**src/rtl/m_mem_arbiter_pkg.sv**
```systemverilog
// Shared definitions for the m_mem_arbiter slice: response-owner encoding and default widths.
package m_mem_arbiter_pkg;

    typedef enum logic [1:0] {
        OWN_NONE = 2'd0,
        OWN_I    = 2'd1,
        OWN_D    = 2'd2
    } own_e;

    localparam int unsigned MEMARB_AW = 12;
    localparam int unsigned MEMARB_DW = 32;

endpackage

```
**src/rtl/m_memarb_fair.sv**
```systemverilog
// Fairness helper for m_mem_arbiter: counts D accepts while I waits and raises force_i
// once MAX_DSTREAK consecutive D grants have gone by.
module m_memarb_fair #(
    parameter int unsigned MAX_DSTREAK = 4
) (
    input  logic w_clk,
    input  logic w_rst,
    input  logic w_ce,
    input  logic w_i_req,
    input  logic w_i_acc,
    input  logic w_d_acc,
    output logic w_force_i
);

    localparam int unsigned CW = $clog2(MAX_DSTREAK + 1);

    logic [CW-1:0] r_streak;

    assign w_force_i = w_i_req && (r_streak == CW'(MAX_DSTREAK));

    // Streak saturates; frozen while the clock enable is low.
    always_ff @(posedge w_clk) begin
        if (w_rst) begin
            r_streak <= '0;
        end else if (w_ce) begin
            if (w_i_acc || !w_i_req) begin
                r_streak <= '0;
            end else if (w_d_acc && (r_streak != CW'(MAX_DSTREAK))) begin
                r_streak <= r_streak + 1'b1;
            end
        end
    end

endmodule

```
**src/rtl/m_mem_arbiter.sv**
```systemverilog
// Two-port (I fetch / D load-store) arbiter for one synchronous single-port memory.
// Define MEMARB_FAIRNESS_EN to bound I starvation under fixed D priority.
module m_mem_arbiter
    import m_mem_arbiter_pkg::*;
#(
    parameter int unsigned AW          = MEMARB_AW,
    parameter int unsigned DW          = MEMARB_DW,
    parameter int unsigned MAX_DSTREAK = 4
) (
    input  logic          w_clk,
    input  logic          w_rst,
    input  logic          w_ce,
    input  logic          w_i_req,
    input  logic [AW-1:0] w_i_addr,
    output logic          w_i_gnt,
    output logic          w_i_rvalid,
    output logic [DW-1:0] w_i_rdata,
    input  logic          w_d_req,
    input  logic          w_d_we,
    input  logic [AW-1:0] w_d_addr,
    input  logic [DW-1:0] w_d_wdata,
    output logic          w_d_gnt,
    output logic          w_d_rvalid,
    output logic [DW-1:0] w_d_rdata,
    output logic [AW-1:0] w_mem_addr,
    output logic          w_mem_we,
    output logic [DW-1:0] w_mem_din,
    input  logic [DW-1:0] w_mem_dout
);

    own_e r_own;
    logic w_force_i;
    logic w_grant_en;

    assign w_grant_en = !w_rst && w_ce;

`ifdef MEMARB_FAIRNESS_EN
    m_memarb_fair #(
        .MAX_DSTREAK (MAX_DSTREAK)
    ) u_fair (
        .w_clk     (w_clk),
        .w_rst     (w_rst),
        .w_ce      (w_ce),
        .w_i_req   (w_i_req),
        .w_i_acc   (w_i_gnt),
        .w_d_acc   (w_d_gnt),
        .w_force_i (w_force_i)
    );
`else
    assign w_force_i = 1'b0;
`endif

    assign w_d_gnt = w_grant_en && w_d_req && !w_force_i;
    assign w_i_gnt = w_grant_en && w_i_req && (!w_d_req || w_force_i);

    assign w_mem_addr = w_d_gnt ? w_d_addr  : (w_i_gnt ? w_i_addr : '0);
    assign w_mem_we   = w_d_gnt && w_d_we;
    assign w_mem_din  = w_d_gnt ? w_d_wdata : '0;

    // Response pipe runs regardless of w_ce so an accepted read always returns next cycle.
    always_ff @(posedge w_clk) begin
        if (w_rst) begin
            r_own <= OWN_NONE;
        end else if (w_i_gnt) begin
            r_own <= OWN_I;
        end else if (w_d_gnt && !w_d_we) begin
            r_own <= OWN_D;
        end else begin
            r_own <= OWN_NONE;
        end
    end

    // A read still in flight when reset arrives is dropped rather than delivered.
    assign w_i_rvalid = (r_own == OWN_I) && !w_rst;
    assign w_d_rvalid = (r_own == OWN_D) && !w_rst;
    assign w_i_rdata  = w_mem_dout;
    assign w_d_rdata  = w_mem_dout;

endmodule

```
**config.mk**
```make
export PLATFORM = sky130hd
export DESIGN_NAME = m_mem_arbiter
export DESIGN_NICKNAME = d
export VERILOG_FILES = /design/src/rtl/m_mem_arbiter_pkg.sv /design/src/rtl/m_memarb_fair.sv /design/src/rtl/m_mem_arbiter.sv
export SDC_FILE = /design/constraint.sdc
export NUM_CORES = 1
export LEC_CHECK = 0
export CAP_MARGIN = 20
export CORE_AREA = 4 4 78 80
export CTS_CLUSTER_DIAMETER = 100
export DETAILED_ROUTE_END_ITERATION = 8
export DIE_AREA = 0 0 82 84
export PLACE_DENSITY = 0.81
export SLEW_MARGIN = 30
export SYNTH_ARGS = -nofsm -noshare
export SYNTH_HDL_FRONTEND = slang
export SYNTH_SLANG_ARGS = --single-unit
```
**constraint.sdc**
```tcl
create_clock -name w_clk -period 2.3 [get_ports w_clk]
set_clock_uncertainty 0.1 [all_clocks]
set_input_delay 0.46 -clock w_clk [delete_from_list [all_inputs] [get_ports w_clk]]
set_output_delay 0.46 -clock w_clk [all_outputs]
set_load 0.005 [all_outputs]
```
Yosys cells after proc, flatten, opt, wreduce, memory -nomap -nowiden
Index checks and enable logic that the tools add are counted.

operators by class
  equal/unequal tests = 2
  mux-type cells = 5
  reduce and logical (&&, ||, !) cells = 12

operator list
  kind                number
  $mux 32             1
  $mux 12             2
  $logic_and 1x1->1   8
  $logic_not 1->1     3
  $eq 2x1->1 const B  1
  $eq 2x2->1 const B  1
  $mux 2              1
  $reduce_or 2->1     1
  $mux 1              1

word-level totals
  bits of input ports = 94
  flip-flop bits (word level) = 2
  logic and storage cells = 21
  output and inout port bits = 113

Longest topological paths before layout
  word-level depth = 6
  depth in mapped cells = 4

Worst setup path after synthesis
No wires, ideal clock.

  path kind = input -> output
  start = in w_d_req
  end = out w_mem_din[21]
  cell stages on the path = 4
  setup slack = 0.701 ns
  required time = 1.740 ns
  arrival = 1.039 ns
  cell sequence = and3b_1 > buf_4 > buf_6 > and2_1

on the way
  word-level cells in the longest chain between the ends = 2

RTL lines
  element            line                 text
  start, declared    m_mem_arbiter.sv:18  input logic w_d_req,
  $logic_and 1x1->1  m_mem_arbiter.sv:53  assign w_d_gnt = w_grant_en && w_d_req && !w_force_i;
  named net w_d_gnt  m_mem_arbiter.sv:22  output logic w_d_gnt,
  $mux 32            m_mem_arbiter.sv:58  assign w_mem_din = w_d_gnt ? w_d_wdata : '0;
  end, declared      m_mem_arbiter.sv:27  output logic [DW-1:0] w_mem_din,

The timed path passes the listed nets, and every way through them passes these cells.

Final worst setup path
  start = in w_i_req
  end = out w_mem_addr[4]

on the way
  word-level cells in the longest chain between the ends = 4

RTL lines
  element                          line                 text
  start, declared                  m_mem_arbiter.sv:13  input logic w_i_req,
  $logic_and 1x1->1 (2 in series)  m_mem_arbiter.sv:54  assign w_i_gnt = w_grant_en && w_i_req && (!w_d_req || w_force_i);
  $mux 12 (2 in series)            m_mem_arbiter.sv:56  assign w_mem_addr = w_d_gnt ? w_d_addr : (w_i_gnt ? w_i_addr : '0);
  end, declared                    m_mem_arbiter.sv:25  output logic [AW-1:0] w_mem_addr,

Every way passes these cells.

==> summary.md <==
| Metric | Value |
|---|---|
| Final wirelength | `roughly 3700 um` |
| Num rows | `27` |
| Cell Area, Synth | `between 0.001 and 0.0015 mm2` |
| Clk buf depth | `2` |
| Post-synthesis simple-gate area fraction | `0.3801` |
| Ys Warns | `0` |
| Average size of a mapped cell | `around 6.9 um2` |
| CTS sink count | `2` |
| Synth Area in XOR/XNOR | `0` |
| Pin count of the biggest net entering global routing | `25` |
| Hold_buf cts | `0` |
| Total Nets Final | `300` |
| Area of the multi-input gates | `approximately 460 um2` |
| DIE HEIGHT | `between 80 and 90 um` |
| Adder-cell share of the synthesized area | `0` |
| Synth area leaders | `buf_4 (47%), and2_1 (20%), nand3b_1 (8.7%)` |
| Maxcap violations | `0` |
| Post-DP HPWL | `roughly 2900 um` |
| Compound-Gate Fraction of Synth Area | `0.05811` |
| Worst setup margin | `approximately 0.057 ns` |
| Hold/Removal Path Class | `primary input to register` |
| Die X | `approximately 80 um` |
| Area Growth Syn to Fin | `79.66%` |
| Drt drc | `0` |
| Critical path's top delay family | `buffers and inverters` |
| Syn Inst Count | `150` |
| Worst EP required | `between 1.5 and 2 ns` |
| CP bufs+invs | `4` |
| EDFF count, synth | `0` |
| Register area share after synthesis | `0.03874` |
| Sequential cell area | `between 40 and 50 um2` |
| Min Tclk post-route | `about 2.2 ns` |
| VDD IR max | `approximately 0.09 mV` |
| Slew HR | `0.8708` |
| Final Hold Viols | `0` |
| Status | `finished clean` |
| Max reg flops | `2` |
| Syn Nets | `244` |
| Vias | `~1.1k` |
| GRT Residual Overflow | `0` |
| Routed Antenna Nets | `0` |
| TritonCTS clock tree | `built` |
| Diodes inserted | `0` |
| WS Path Type | `primary input to output pin` |
| Avg Vias per Cell | `slightly below 4` |
| PwrDens | `210.1 mW/mm2` |
| Max-slew violation count | `0` |
| Post-synthesis mux area share | `0` |
| Crit end category | `output pin` |
| Slew @ Worst Pin | `roughly 0.19 ns` |
| Peak per-stage delay on the critical path | `approximately 0.5 ns` |
| Root buf cell | `clkbuf_8` |
| GRT Util Overall | `0.1038` |
| Setup-failing EPs final | `0` |
| Startpoint Class | `primary input` |
| Primary FF master, synth | `dfxtp_1` |
| Async SR Flop Fraction | `0` |
| Combinational family with the most area after synthesis | `buffers and inverters` |
| Biggest regs | `r_own (2)` |
| Initial Util | `0.1912` |
| First-pass GRT wire length | `between 5000 and 6000 um` |
| Synth cell count leaders | `buf_4 (65), and2_1 (33), a21oi_1 (12), nand2_1 (12), nand3b_1 (12)` |
| DR iter-0 viols | `22` |
| Total clock buffers created by CTS | `3` |
| # H-tree levels | `1` |
| Die ar. | `about 0.007 mm2` |
| Port Buf Inserts | `110` |
| Fraction of layout cells with a size suffix above 1 | `0.1225` |
| Hold WS | `between 0.6 and 0.7 ns` |
| FILL cells | `roughly 590` |
| Post-synth top area share | `0.4722` |
| Slowest-stage cell, CP | `clkdlybuf4s50_1` |
| Avg WL per Cell | `13.57 um` |
| Core Area | `~0.0054 mm2` |
| Worst Path Arrival | `about 1.7 ns` |
| Critical path, cell by cell | `clkdlybuf4s50_1, buf_12, buf_4, nand3b_1, a21oi_1, clkdlybuf4s15_1` |
| Reg with most FFs | `r_own` |
| Vias in the first global route | `between 1k and 1.5k` |
| Initial antenna violation count | `0` |
| Synth cell types | `13` |
| Fmax achieved | `445.7 MHz` |
| Total design power | `0.0003900 W` |
| Pre-CTS setup slack | `-0.3015 ns` |
| CTS clk-pin slew, worst paths | `~0.030 ns` |
| Area leader, netlist | `buf_4` |
| I/O pin cnt | `around 210` |
| RSZ-0062 raised after global routing | `no` |
| Crit path max fanout | `8` |
| Flops & latches, synth | `2` |
| Top-count cell post-synth | `buf_4` |
| 1st-pass router iterations | `4` |
| Lkg Pwr | `around 0.87 nW` |
| Period utilization | `0.9754` |
| Setup TNS Final | `0 ns` |
| Placer Congestion | `between 0.6 and 0.7` |
==> metrics by stage <==
stage | cells | area [um2] | util
global placement | 266 | 1767 | 0.3269
detailed placement | 266 | 1767 | 0.3269
global route | 276 | 1857 | 0.3435
floorplan | 150 | 1033 | -
finish | 276 | 1857 | 0.3435
CTS | 276 | 1863 | 0.3447
==> routing by layer <==
metal | track usage | vias to the layer above | wire length, um
li1 | - | 516 | -
met1 | 0.09056 | 458 | 1087
met2 | 0.1910 | 71 | 2012
met3 | 0.04104 | 22 | 483
met4 | 0.06193 | 0 | 161
met5 | 0 | - | 0
==> final timing paths <==
kind            end  slack [ns]  depth (start not counted)    start
max   w_mem_addr[4]        0.06                          6  w_i_req
min        r_own[0]        0.61                          3  w_d_req
==> timing repair <==
action,CTS,global route
buffers inserted,5,0
gates resized for setup,63,15
setup endpoints to repair,49,9
cloned,2,0
pin swaps,1,0
==> power breakdown <==
group          internal, W  leakage (nW)  total [W]  switching (W)
Sequential       0.0000360        0.0163  0.0000364    0.000000413
Combinational     0.000157         0.827   0.000219      0.0000614
Clock             0.000110        0.0216   0.000135      0.0000244
==> layout make-up <==
| class | instances | share of cell area |
|---|---|---|
| Timing Repair Buffer | 123 | 0.6584 |
| Multi-Input combinational cell | 76 | 0.2493 |
| Tap cell | 72 | 0.04852 |
| Clock buffer | 3 | 0.02224 |
| Sequential cell | 2 | 0.02156 |
==> logic make-up after synthesis <==
kind of cell           count (synthesis)
DFF                                    2
AOI/OAI and AO/OA                     12
buffers and inverters                 72
and+or+nand+nor                       64
==> cell usage in the layout (no fill, tap or decap), drive strengths merged, types with 2 or more instances in the layout <==
| cell | count |
|---|---|
| clkdlybuf4s50 | 61 |
| and2 | 33 |
| dlygate4sd2 | 31 |
| clkdlybuf4s15 | 13 |
| nand2 | 12 |
| nand3b | 12 |
| a21oi | 12 |
| buf | 12 |
| clkbuf | 8 |
| nor3b | 4 |
| dfxtp | 2 |
Note: power is estimated with default switching activity, not from simulation.
